## config.mk

```make
export PLATFORM = sky130hd
export DESIGN_NAME = gate_bist
export DESIGN_NICKNAME = d
export VERILOG_FILES = /design/src/rtl/gate_bist_pkg.sv /design/src/rtl/gate_bist_vecgen.sv /design/src/rtl/gate_bist.sv
export SDC_FILE = /design/constraint.sdc
export NUM_CORES = 1
export LEC_CHECK = 0
export ABC_AREA = 1
export BUFFER_PORTS_ARGS = -buffer_cell sky130_fd_sc_hd__buf_2
export CORE_MARGIN = 4
export CORE_UTILIZATION = 39
export CTS_CLUSTER_DIAMETER = 100
export DETAILED_ROUTE_END_ITERATION = 7
export PLACE_DENSITY_LB_ADDON = 0.05
export RECOVER_POWER = 100
export SYNTH_ARGS = -nofsm -noshare
export SYNTH_HDL_FRONTEND = slang
export SYNTH_SLANG_ARGS = --single-unit
export TNS_END_PERCENT = 10
```

## constraint.sdc

```tcl
create_clock -name clk -period 3.96 [get_ports clk]
set_clock_uncertainty 0.05 [all_clocks]
set_input_delay 0.594 -clock clk [delete_from_list [all_inputs] [get_ports clk]]
set_output_delay 0.594 -clock clk [all_outputs]
set_load 0.03 [all_outputs]
```

## src/rtl/gate_bist_pkg.sv

```systemverilog
// Shared types and constants for the gate_bist engine: FSM state encoding and
// expected-output truth tables for the 2-input gates in the basic-gate library.
package gate_bist_pkg;

  typedef enum logic [1:0] {
    ST_IDLE = 2'd0,
    ST_RUN  = 2'd1,
    ST_DONE = 2'd2
  } state_t;

  // Bit k is the expected gate output for input vector k ({b,a} = k).
  localparam logic [3:0] TT_AND  = 4'b1000;
  localparam logic [3:0] TT_OR   = 4'b1110;
  localparam logic [3:0] TT_XOR  = 4'b0110;
  localparam logic [3:0] TT_NAND = 4'b0111;
  localparam logic [3:0] TT_NOR  = 4'b0001;

  localparam int SETTLE_W = 4;

endpackage

```

## src/rtl/gate_bist_vecgen.sv

```systemverilog
// Vector index and settle timer for gate_bist: holds each vector for SETTLE+1
// cycles and strobes 'sample' on the final cycle of each hold.
module gate_bist_vecgen
  import gate_bist_pkg::*;
#(
  parameter int N_IN   = 2,
  parameter int SETTLE = 1
) (
  input  logic            clk,
  input  logic            rst,
  input  logic            clear,
  input  logic            en,
  output logic [N_IN-1:0] stim,
  output logic [N_IN-1:0] idx,
  output logic            sample,
  output logic            last
);

  localparam logic [SETTLE_W-1:0] SETTLE_T = SETTLE_W'(SETTLE);
  localparam logic [N_IN-1:0]     IDX_MAX  = {N_IN{1'b1}};

  logic [SETTLE_W-1:0] timer;

  assign sample = en && (timer == SETTLE_T);
  assign last   = sample && (idx == IDX_MAX);
  // The gate sees vector 0 whenever no run is active.
  assign stim   = en ? idx : '0;

  always_ff @(posedge clk or posedge rst) begin
    if (rst) begin
      idx   <= '0;
      timer <= '0;
    end else if (clear) begin
      idx   <= '0;
      timer <= '0;
    end else if (sample) begin
      timer <= '0;
      // No wrap inside a run: the final sample parks the index at 0.
      idx   <= last ? '0 : idx + N_IN'(1);
    end else if (en) begin
      timer <= timer + SETTLE_W'(1);
    end
  end

endmodule

```

## src/rtl/gate_bist.sv

```systemverilog
// Stimulus-and-check engine for a small combinational gate: walks all input
// vectors, compares the response against TRUTH and reports pass/count/first fail.
// Optional GATE_BIST_STOP_ON_FAIL_EN ends the run at the first mismatch.
module gate_bist
  import gate_bist_pkg::*;
#(
  parameter int                    N_IN   = 2,
  parameter int                    SETTLE = 1,
  parameter logic [(1<<N_IN)-1:0]  TRUTH  = 4'b1110
) (
  input  logic            clk,
  input  logic            rst,
  input  logic            start,
  output logic [N_IN-1:0] stim,
  input  logic            resp,
  output logic            busy,
  output logic            done,
  output logic            pass,
  output logic [N_IN:0]   err_count,
  output logic [N_IN-1:0] fail_vec
);

  // 'state' is the observable FSM state for checkers bound to this module.
  state_t          state, state_nxt;
  logic            run_en;
  logic            accept;
  logic            sample;
  logic            last;
  logic            mismatch;
  logic            stop_hit;
  logic            to_done;
  logic [N_IN-1:0] idx;

  assign run_en   = (state == ST_RUN);
  assign accept   = (state == ST_IDLE) && start;
  assign mismatch = sample && (resp != TRUTH[idx]);
  assign to_done  = run_en && (state_nxt == ST_DONE);
  assign busy     = run_en;
  assign done     = (state == ST_DONE);

`ifdef GATE_BIST_STOP_ON_FAIL_EN
  assign stop_hit = mismatch;
`else
  assign stop_hit = 1'b0;
`endif

  gate_bist_vecgen #(
    .N_IN   (N_IN),
    .SETTLE (SETTLE)
  ) u_vecgen (
    .clk    (clk),
    .rst    (rst),
    .clear  (accept),
    .en     (run_en),
    .stim   (stim),
    .idx    (idx),
    .sample (sample),
    .last   (last)
  );

  always_ff @(posedge clk or posedge rst) begin
    if (rst) state <= ST_IDLE;
    else     state <= state_nxt;
  end

  always_comb begin
    state_nxt = state;
    case (state)
      ST_IDLE: if (start) state_nxt = ST_RUN;
      ST_RUN:  if (last || stop_hit) state_nxt = ST_DONE;
      ST_DONE: state_nxt = ST_IDLE;
      default: state_nxt = ST_IDLE;
    endcase
  end

  always_ff @(posedge clk or posedge rst) begin
    if (rst) begin
      err_count <= '0;
      fail_vec  <= '0;
      pass      <= 1'b0;
    end else if (accept) begin
      err_count <= '0;
      fail_vec  <= '0;
      pass      <= 1'b0;
    end else if (run_en) begin
      if (mismatch) begin
        err_count <= err_count + (N_IN+1)'(1);
        if (err_count == '0) fail_vec <= idx;
      end
      // The final compare lands on the same edge, so fold it into the verdict.
      if (to_done) pass <= !(mismatch || (err_count != '0));
    end
  end

endmodule

```

**After elaboration in Yosys (flattened, before gate mapping)**

Cells that the tools add are included.

- $add $sub $neg: 3
- Multiplexer cells: 22
- Eq/ne operators: 6
- $lt $le $gt $ge: 1
- Reductions and logical operators: 19

Operators by type and width:

| operator | number |
|---|---|
| $mux 2 | 10 |
| $mux 4 | 3 |
| $reduce_bool 2->1 | 5 |
| $mux 3 | 3 |
| $eq 2x2->1 const B | 3 |
| $reduce_bool 3->1 | 2 |
| $logic_and 1x1->1 | 5 |
| $add 4x1->4 const B | 1 |
| $eq 4x1->1 const B | 1 |
| $mux 1 | 4 |
| $pmux 2 s2 | 1 |
| $reduce_and 2->1 | 2 |
| $add 3x1->3 const B | 1 |
| $logic_not 3->1 | 1 |
| $lt 2x3->1 const B | 1 |
| $reduce_and 3->1 | 1 |
| $add 2x1->2 const B | 1 |
| $bmux 1 s2 | 1 |
| $eq 2x1->1 const B | 1 |
| $logic_not 2->1 | 1 |
| $logic_not 1->1 | 1 |
| $logic_or 1x1->1 | 1 |
| $ne 1x1->1 | 1 |

- Input port bits: 4
- Flip-flop bits (word level): 14
- Output and inout port bits: 10
- Word-level logic and storage cells: 57

**Longest topological paths before layout**

Gate-level depths: netlist of the first run.

- Depth after elaboration: 10
- Depth in mapped cells: 9
- Gate-level depth less buffers: 9

**Hierarchy**

From an unflattened synthesis of the first run, not the netlist that was laid out.

- Cells, all modules: 106
- Area, all modules: 885.8 um^2

By module, submodules not included:

| module | area each (um^2) | times used | seq. area each (um^2) | cells an instance |
|---|---|---|---|---|
| gate_bist | 476.7 | 1 | 200.2 | 55 |
| gate_bist_vecgen | 409.1 | 1 | 150.1 | 51 |

**Worst setup path after synthesis of the first run**

OpenSTA, ideal clock, no wires.

- Path type: register -> output
- From: register state[1]
- To: output port stim[0]
- Required time: 3.316 ns
- Cell stages (with the launch flop): 4
- Setup slack: 2.303 ns
- Arrival: 1.013 ns
- Buffers on the path: 0
- Cells stage by stage: dfrtp_1 -> inv_1 -> nand2_2 -> nor2_1

- Word-level cells in the longest chain between the ends: 2

Ends and longest elaborated chain:

| item | line | RTL |
|---|---|---|
| start, declared | gate_bist.sv:24 | `state_t state, state_nxt;` |
| start signal, assigned | gate_bist.sv:63 | `else state <= state_nxt;` |
| $eq 2x1->1 | gate_bist.sv:34 | `assign run_en = (state == ST_RUN);` |
| $mux 2 | gate_bist_vecgen.sv:27 | `assign stim = en ? idx : '0;` |
| end, declared | gate_bist.sv:14 | `output logic [N_IN-1:0] stim,` |

Every way passes these cells.

**Worst setup path in the final report of the first run**

- From: register state[1]
- To: output port stim[1]

Same word-level chain as after synthesis.

==> results of run 1 <==
==> metal layers <==
metal	part of all wire, %	up-vias
met3	4.4	2
met5	0	-
met2	43	10
met4	1.1	0
met1	51	304
li1	-	351
==> sequential cells by signal (all words and copies together), names as in the netlist <==
register	cells
err_count	3
u_vecgen.timer	4
state	2
u_vecgen.idx	2
fail_vec	2
pass	1
==> where the power goes <==
part           switching, W  internal, W  total, W
sequential        0.0000535     0.000201  0.000255
combinational      0.000302     0.000129  0.000431
clock             0.0000534    0.0000560  0.000109
total              0.000409     0.000386  0.000795
==> per-stage QoR <==
step           cell area (sq um)  util, %  total power [W]
3_5_place_dp               944.7    46.72        0.0007348
6_report                   935.9    46.29        0.0007950
4_1_cts                    980.9    48.51        0.0008463
5_1_grt                    935.9    46.29        0.0008701
3_3_place_gp               944.7    46.72        0.0007284
2_1_floorplan              857.1        -        0.0006339
==> critical path: cells and delay by family (launching register included) <==
| kind | cells | cell delay (ns) |
|---|---|---|
| flops | 1 | 0.43 |
| buf+inv | 2 | 0.41 |
| simple gates | 2 | 0.18 |
==> logic make-up (layout without fill, tap and decap cells) <==
kind of cell	after synthesis	count (layout)	share of synthesized area, %
fa+ha+maj	6	6	8.759
compound gates	9	9	6.277
xor+xnor	1	1	1.022
buf+inv	18	34	8.759
flops	14	14	40.88
simple gates	54	54	34.31
==> worst max-delay path by stage <==
| stage | depth (start not counted) | slack (ns) | endpoint | startpoint |
|---|---|---|---|---|
| 2_1_floorplan | 3 | 2.30 | stim[0] | state[1] |
| 3_3_place_gp | 4 | 2.43 | stim[1] | state[1] |
| 3_5_place_dp | 4 | 2.40 | stim[1] | state[1] |
| 4_1_cts | 4 | 2.08 | stim[1] | state[1] |
| 5_1_grt | 4 | 1.92 | stim[1] | state[1] |
| 6_report | 4 | 2.02 | stim[1] | state[1] |
==> cell type report <==
type / count / area (sq um)
Tap cell: 27 / 33.78
Inverter: 17 / 63.81
Sequential cell: 14 / 350.3
Clock buffer: 4 / 36.28
Multi-Input combinational cell: 70 / 399.1
Timing Repair Buffer: 13 / 52.55
Fill cell: 225 / 1086
==> synth_stat cells <==
library cell and number:
sky130_fd_sc_hd__a21oi_1 2, sky130_fd_sc_hd__a21oi_2 1, sky130_fd_sc_hd__buf_6 1, sky130_fd_sc_hd__dfrtp_1 14, sky130_fd_sc_hd__ha_1 6, sky130_fd_sc_hd__inv_1 16, sky130_fd_sc_hd__inv_2 1, sky130_fd_sc_hd__nand2_1 21
sky130_fd_sc_hd__nand2_2 6, sky130_fd_sc_hd__nand2_4 1, sky130_fd_sc_hd__nand3_1 7, sky130_fd_sc_hd__nand3_2 1, sky130_fd_sc_hd__nand3_4 1, sky130_fd_sc_hd__nand4_1 2, sky130_fd_sc_hd__nor2_1 9, sky130_fd_sc_hd__nor2_2 2
sky130_fd_sc_hd__nor2_4 4, sky130_fd_sc_hd__o21ai_0 1, sky130_fd_sc_hd__o21ai_1 3, sky130_fd_sc_hd__o21ai_2 1, sky130_fd_sc_hd__o22ai_1 1, sky130_fd_sc_hd__xor2_1 1
==> run_summary.xml, run 1 <==
<?xml version="1.0" encoding="UTF-8"?>
<metrics>
  <group name="outcome">
    <metric name="outcome" unit="">finished, final reports clean</metric>
  </group>
  <group name="worst_setup_path">
    <metric name="cp_max_fo" unit="">5</metric>
    <metric name="reg_to_reg_endpoint" unit="">err_count[2]</metric>
    <metric name="r2r-start" unit="">u_vecgen.idx[0]</metric>
    <metric name="critical_path.slowest_cell" unit="">sky130_fd_sc_hd__dfrtp_1</metric>
    <metric name="setup.worst_path.class" unit="">flop to primary output</metric>
    <metric name="crit_arrival" unit="ns">1.29</metric>
    <metric name="rrSetupSlack" unit="ns">2.33</metric>
    <metric name="timing.critical_path.cells" unit="">inv_1 -&gt; nand2_2 -&gt; nor2_1 -&gt; clkbuf_1</metric>
    <metric name="reg2regPathDepth" unit="">9</metric>
    <metric name="crit_path_max_incr_delay" unit="ns">0.43</metric>
    <metric name="critPathLaunchType" unit="">flop</metric>
    <metric name="crit_required" unit="ns">3.32</metric>
    <metric name="cp-end-kind" unit="">primary output</metric>
  </group>
  <group name="run">
    <metric name="max_cap_violations" unit="">0</metric>
  </group>
  <group name="synth">
    <metric name="postSynthNetCount" unit="">112</metric>
    <metric name="netlist-cell-type-count" unit="">22</metric>
    <metric name="ys_seq_area_share" unit="%">40.88</metric>
    <metric name="post-synth-top-area-cell" unit="">sky130_fd_sc_hd__dfrtp_1</metric>
    <metric name="postSynthRegisterBits" unit="">14</metric>
    <metric name="syn-instance-count" unit="">102</metric>
    <metric name="netlist.area_leader.share" unit="%">40.88</metric>
    <metric name="syn-mean-instance-area" unit="sq um">8.403</metric>
    <metric name="syn_area" unit="sq um">857.1</metric>
    <metric name="yosys_warnings" unit="">0</metric>
    <metric name="ys_top_cells_by_area" unit="">sky130_fd_sc_hd__dfrtp_1, sky130_fd_sc_hd__nand2_1, sky130_fd_sc_hd__ha_1</metric>
  </group>
  <group name="timing">
    <metric name="achievable-frequency" unit="MHz">516.4</metric>
    <metric name="finalSetupViolCount" unit="">0</metric>
    <metric name="timing_worst_slew_pin_value" unit="ns">0.5678</metric>
    <metric name="timing_hold_violations_final" unit="">0</metric>
    <metric name="final.min_clock_period" unit="ns">1.936</metric>
    <metric name="fin_crit_sh" unit="%">48.90</metric>
    <metric name="max-slew-margin-rel" unit="%">62.11</metric>
    <metric name="grt_setup_unrepaired" unit="">false</metric>
    <metric name="finalSetupTns" unit="ns">0</metric>
    <metric name="layout_setup_ws" unit="ns">2.024</metric>
    <metric name="hold-worst-slack" unit="ns">0.2849</metric>
    <metric name="finalMaxSlewViolations" unit="">0</metric>
  </group>
  <group name="clock_tree">
    <metric name="clock_sink_count" unit="">14</metric>
    <metric name="total_of_hold_buffers_inserted_after_clock_tree_synthesis" unit="">0</metric>
    <metric name="cts.reportedPaths.clkPinSlew" unit="ns">0.11</metric>
    <metric name="clk-insertion-delay-late" unit="ns">0.29</metric>
    <metric name="tritoncts" unit="">done</metric>
    <metric name="post_cts_gate_resize_count" unit="">0</metric>
    <metric name="tritoncts.num_buffers" unit="">3</metric>
    <metric name="clock_path_buffers" unit="">2</metric>
    <metric name="clock_tree.htree_level_count" unit="">1</metric>
    <metric name="cts.root.buffer_cell" unit="">sky130_fd_sc_hd__clkbuf_4</metric>
    <metric name="cts_setup_buffers" unit="">0</metric>
  </group>
  <group name="die">
    <metric name="die_x" unit="microns">54.88</metric>
    <metric name="core" unit="sq um">2022</metric>
    <metric name="floorplan.rows" unit="">16</metric>
    <metric name="floorplan.initialDensity" unit="%">42.39</metric>
    <metric name="io_pins" unit="">14</metric>
    <metric name="fp.dieArea" unit="sq um">3012</metric>
    <metric name="die_h" unit="microns">54.88</metric>
  </group>
  <group name="min_path">
    <metric name="worst_hold_path_type" unit="">primary input to asynchronous set/reset pin</metric>
  </group>
  <group name="finish">
    <metric name="finalNonFillerCells" unit="">145</metric>
    <metric name="fin_nets" unit="">129</metric>
    <metric name="post_route_cells_drive_above_1_share" unit="%">13.56</metric>
    <metric name="mostFrequentLayoutCells" unit="">sky130_fd_sc_hd__nand2_1, sky130_fd_sc_hd__inv_1, sky130_fd_sc_hd__dfrtp_1</metric>
    <metric name="insertedDiodeCount" unit="">0</metric>
    <metric name="flow.area_growth_from_synthesis" unit="%">9.197</metric>
    <metric name="most_common_library_cell_in_the_layout_ignoring_fill_and_taps" unit="">sky130_fd_sc_hd__nand2_1</metric>
  </group>
  <group name="grt">
    <metric name="global_route.peak_usage_layer" unit="">met1</metric>
    <metric name="grt_remaining_overflow" unit="">0</metric>
    <metric name="grt_pass1_wl" unit="microns">2628</metric>
    <metric name="grt_use_met2" unit="%">17.52</metric>
    <metric name="global_route.usage.total" unit="%">12.83</metric>
    <metric name="grt_use_met3" unit="%">2.452</metric>
    <metric name="pin_count_of_the_biggest_net_entering_global_routing" unit="">15</metric>
    <metric name="grt_pass1_vias" unit="">608</metric>
    <metric name="grt.met1_usage" unit="%">18.39</metric>
    <metric name="initial_antenna_violation_count" unit="">0</metric>
  </group>
  <group name="route">
    <metric name="detailedRoute.firstPassIterationCount" unit="">4</metric>
    <metric name="routed_via_count" unit="">667</metric>
    <metric name="avg_wl_per_cell" unit="microns">11.27</metric>
    <metric name="postRouteAntennaNets" unit="">0</metric>
    <metric name="route.final.wire_length" unit="microns">1634</metric>
    <metric name="post-route-drc-count" unit="">0</metric>
    <metric name="drt_iter0_drc" unit="">6</metric>
    <metric name="via_per_inst" unit="">4.600</metric>
  </group>
  <group name="placement">
    <metric name="dp_hpwl" unit="microns">1224</metric>
    <metric name="weighted_congestion_at_the_end_of_routability_driven_global_placement" unit="">0.7611</metric>
    <metric name="placement.io_buffers" unit="">13</metric>
    <metric name="placement.setup.worst_slack" unit="ns">2.402</metric>
    <metric name="placed_cells" unit="">141</metric>
  </group>
  <group name="pwr">
    <metric name="leakage" unit="nW">0.5091</metric>
    <metric name="power-per-cell-area" unit="nW/um^2">849.5</metric>
    <metric name="worst_ir_drop_vdd" unit="mV">0.3895</metric>
  </group>
</metrics>
No activity file was read; power rests on OpenSTA's default activity.
==> inputs of run 2 (changes only) <==
Clock period 3.96 ns to 1.8 ns, I/O delays scaled along.
==> run 2 against run 1 <==
  * Routed wire length decreased by 1.0%
  * Setup slack got worse by 1.9 ns
  * Non-clock buffer count increased by 1
  * Final area increased by 0.80%
  * Largest power group unchanged
  * Flip-flop and latch count unchanged
  * Register-to-register slack got worse by 2.1 ns
  * Worst hold slack improved by 0.0024 ns
  * Via count decreased by 0.45%
  * Combinational power increased by 130%
  * Highest routed layer unchanged
==> run_summary.xml, run 2 (synthesis gave the netlist of run 1 again) <==
<?xml version="1.0" encoding="UTF-8"?>
<metrics>
  <group name="outcome">
    <metric name="outcome" unit="">finished, final reports clean</metric>
  </group>
  <group name="pwr">
    <metric name="leakage" unit="nW">0.5086</metric>
    <metric name="total_power" unit="W">0.001708</metric>
    <metric name="power-per-cell-area" unit="nW/um^2">1810</metric>
    <metric name="worst_ir_drop_vdd" unit="mV">0.8781</metric>
  </group>
  <group name="timing">
    <metric name="finalMaxSlewViolations" unit="">0</metric>
    <metric name="max-slew-margin-rel" unit="%">62.56</metric>
    <metric name="grt_setup_unrepaired" unit="">false</metric>
    <metric name="achievable-frequency" unit="MHz">612.7</metric>
    <metric name="fin_crit_sh" unit="%">90.67</metric>
    <metric name="final.min_clock_period" unit="ns">1.632</metric>
    <metric name="finalSetupViolCount" unit="">0</metric>
    <metric name="timing_worst_slew_pin_value" unit="ns">0.5609</metric>
    <metric name="timing_hold_violations_final" unit="">0</metric>
    <metric name="finalSetupTns" unit="ns">0</metric>
  </group>
  <group name="clock_tree">
    <metric name="clock_tree.htree_level_count" unit="">1</metric>
    <metric name="clock_path_buffers" unit="">2</metric>
    <metric name="clk-insertion-delay-late" unit="ns">0.27</metric>
    <metric name="clock_sink_count" unit="">14</metric>
    <metric name="cts_setup_buffers" unit="">0</metric>
    <metric name="cts.reportedPaths.clkPinSlew" unit="ns">0.08</metric>
    <metric name="tritoncts.num_buffers" unit="">3</metric>
    <metric name="tritoncts" unit="">done</metric>
    <metric name="cts.root.buffer_cell" unit="">sky130_fd_sc_hd__clkbuf_4</metric>
  </group>
  <group name="route">
    <metric name="route.final.wire_length" unit="microns">1617</metric>
    <metric name="avg_wl_per_cell" unit="microns">11.15</metric>
    <metric name="postRouteAntennaNets" unit="">0</metric>
    <metric name="routed_via_count" unit="">664</metric>
    <metric name="post-route-drc-count" unit="">0</metric>
    <metric name="via_per_inst" unit="">4.579</metric>
    <metric name="drt_iter0_drc" unit="">10</metric>
    <metric name="detailedRoute.firstPassIterationCount" unit="">4</metric>
  </group>
  <group name="finish">
    <metric name="multi_input_comb_area" unit="sq um">410.4</metric>
    <metric name="finish.instance_area" unit="sq um">943.4</metric>
    <metric name="largest_registers" unit="">u_vecgen.timer (4), err_count (3)</metric>
    <metric name="finalNonFillerCells" unit="">145</metric>
    <metric name="post_route_cells_drive_above_1_share" unit="%">15.25</metric>
    <metric name="fin_nets" unit="">130</metric>
    <metric name="seqCellArea" unit="sq um">350.3</metric>
    <metric name="most_common_library_cell_in_the_layout_ignoring_fill_and_taps" unit="">sky130_fd_sc_hd__nand2_1</metric>
    <metric name="top_register" unit="">u_vecgen.timer</metric>
    <metric name="mostFrequentLayoutCells" unit="">sky130_fd_sc_hd__nand2_1, sky130_fd_sc_hd__inv_1, sky130_fd_sc_hd__dfrtp_1</metric>
    <metric name="insertedDiodeCount" unit="">0</metric>
    <metric name="largest_register_ffs" unit="">4</metric>
    <metric name="flow.area_growth_from_synthesis" unit="%">10.07</metric>
    <metric name="fillCellCount" unit="">222</metric>
  </group>
  <group name="worst_setup_path">
    <metric name="timing.critical_path.cells" unit="">inv_1 -&gt; nand2_2 -&gt; nor2_1 -&gt; clkbuf_1</metric>
    <metric name="critPathLaunchType" unit="">flop</metric>
    <metric name="crit_path_max_incr_delay" unit="ns">0.43</metric>
    <metric name="cp-end-kind" unit="">primary output</metric>
    <metric name="worstPathBufferInverterCount" unit="">2</metric>
    <metric name="critical_path.top_delay_family" unit="">flip-flops</metric>
    <metric name="crit_arrival" unit="ns">1.31</metric>
    <metric name="critical_path.slowest_cell" unit="">sky130_fd_sc_hd__dfrtp_1</metric>
    <metric name="setup.worst_path.class" unit="">flop to primary output</metric>
    <metric name="cp_max_fo" unit="">5</metric>
    <metric name="crit_required" unit="ns">1.48</metric>
  </group>
  <group name="grt">
    <metric name="grt_pass1_vias" unit="">667</metric>
    <metric name="global_route.peak_usage_layer" unit="">met2</metric>
    <metric name="initial_antenna_violation_count" unit="">0</metric>
    <metric name="grt_pass1_wl" unit="microns">2849</metric>
    <metric name="grt_remaining_overflow" unit="">0</metric>
    <metric name="pin_count_of_the_biggest_net_entering_global_routing" unit="">15</metric>
    <metric name="grt.met1_usage" unit="%">17.28</metric>
    <metric name="global_route.usage.total" unit="%">13.58</metric>
    <metric name="grt_use_met2" unit="%">21.85</metric>
    <metric name="grt_use_met3" unit="%">2.725</metric>
  </group>
  <group name="placement">
    <metric name="placed_cells" unit="">141</metric>
    <metric name="placement.io_buffers" unit="">13</metric>
    <metric name="weighted_congestion_at_the_end_of_routability_driven_global_placement" unit="">0.7931</metric>
    <metric name="dp_hpwl" unit="microns">1235</metric>
    <metric name="dpl-instance-area" unit="sq um">944.7</metric>
  </group>
  <group name="die">
    <metric name="core" unit="sq um">2022</metric>
    <metric name="fp.dieArea" unit="sq um">3012</metric>
    <metric name="die_x" unit="microns">54.88</metric>
    <metric name="io_pins" unit="">14</metric>
    <metric name="floorplan.initialDensity" unit="%">42.39</metric>
    <metric name="floorplan.rows" unit="">16</metric>
    <metric name="die_h" unit="microns">54.88</metric>
  </group>
  <group name="min_path">
    <metric name="worst_hold_path_type" unit="">primary input to flop</metric>
  </group>
  <group name="run">
    <metric name="max_cap_violations" unit="">0</metric>
  </group>
</metrics>
-- run 2: cell count changes in the layout (fill, tap and decap cells not counted), sizes merged --
cell | previous run | this run
clkbuf | 14 | 13
dlygate4sd3 | 0 | 1
-- run 2: worst min-delay path: cells and delay by family --
kind	cells	cell delay [ns]
and+or+nand+nor	2	0.15
buffers and inverters	1	0.09
AOI/OAI and AO/OA	1	0.06
-- run 2: per-stage QoR --
step           util (%)  hold slack (ns)  setup slack, ns
2_1_floorplan         -           0.1092           0.4674
4_1_cts           48.33           0.2919           0.2378
6_report          46.66           0.2873           0.1679
3_5_place_dp      46.72           0.3018           0.3906
3_3_place_gp      46.72           0.2958           0.4165
5_1_grt           46.66           0.3093          0.09180
-- run 2: path summary, 6_finish.rpt --
path | startpoint | endpoint | slack [ns] | cells past startpoint
max reg2reg | u_vecgen.timer[1] | err_count[2] | 0.27 | 7
min | start | fail_vec[1] | 0.29 | 4
min in group asynchronous | rst | u_vecgen.timer[1] | 0.53 | 3
min reg2reg | fail_vec[1] | fail_vec[1] | 0.43 | 2
max | state[1] | stim[0] | 0.17 | 4
max in group asynchronous | rst | err_count[2] | 0.80 | 3
-- run 2: report_power, final --
group          internal (W)  leakage, nW  switching (W)  total, W
Combinational      0.000296        0.316       0.000679  0.000975
Clock             0.0000774       0.0138      0.0000959  0.000173
Sequential         0.000443        0.179       0.000117  0.000560
-- run 2: timing repair --
item	4_1_cts	5_1_grt
endpoints found under the hold margin	7	0
setup endpoints to repair	0	0
hold buffers	1	0
resized for setup	0	0
-- run 2: per-layer routing --
layer,part of all wire (%),vias up
li1,-,351
met1,50,299
met2,43,12
met3,5.8,2
met4,0.74,0
met5,0,-
-- run 2: final cells by class --
cell class	count	area share, %
Multi-Input combinational cell	70	43.50
Sequential cell	14	37.14
Inverter	17	6.764
Timing Repair Buffer	14	6.631
Tap cell	27	3.581
Clock buffer	3	2.387
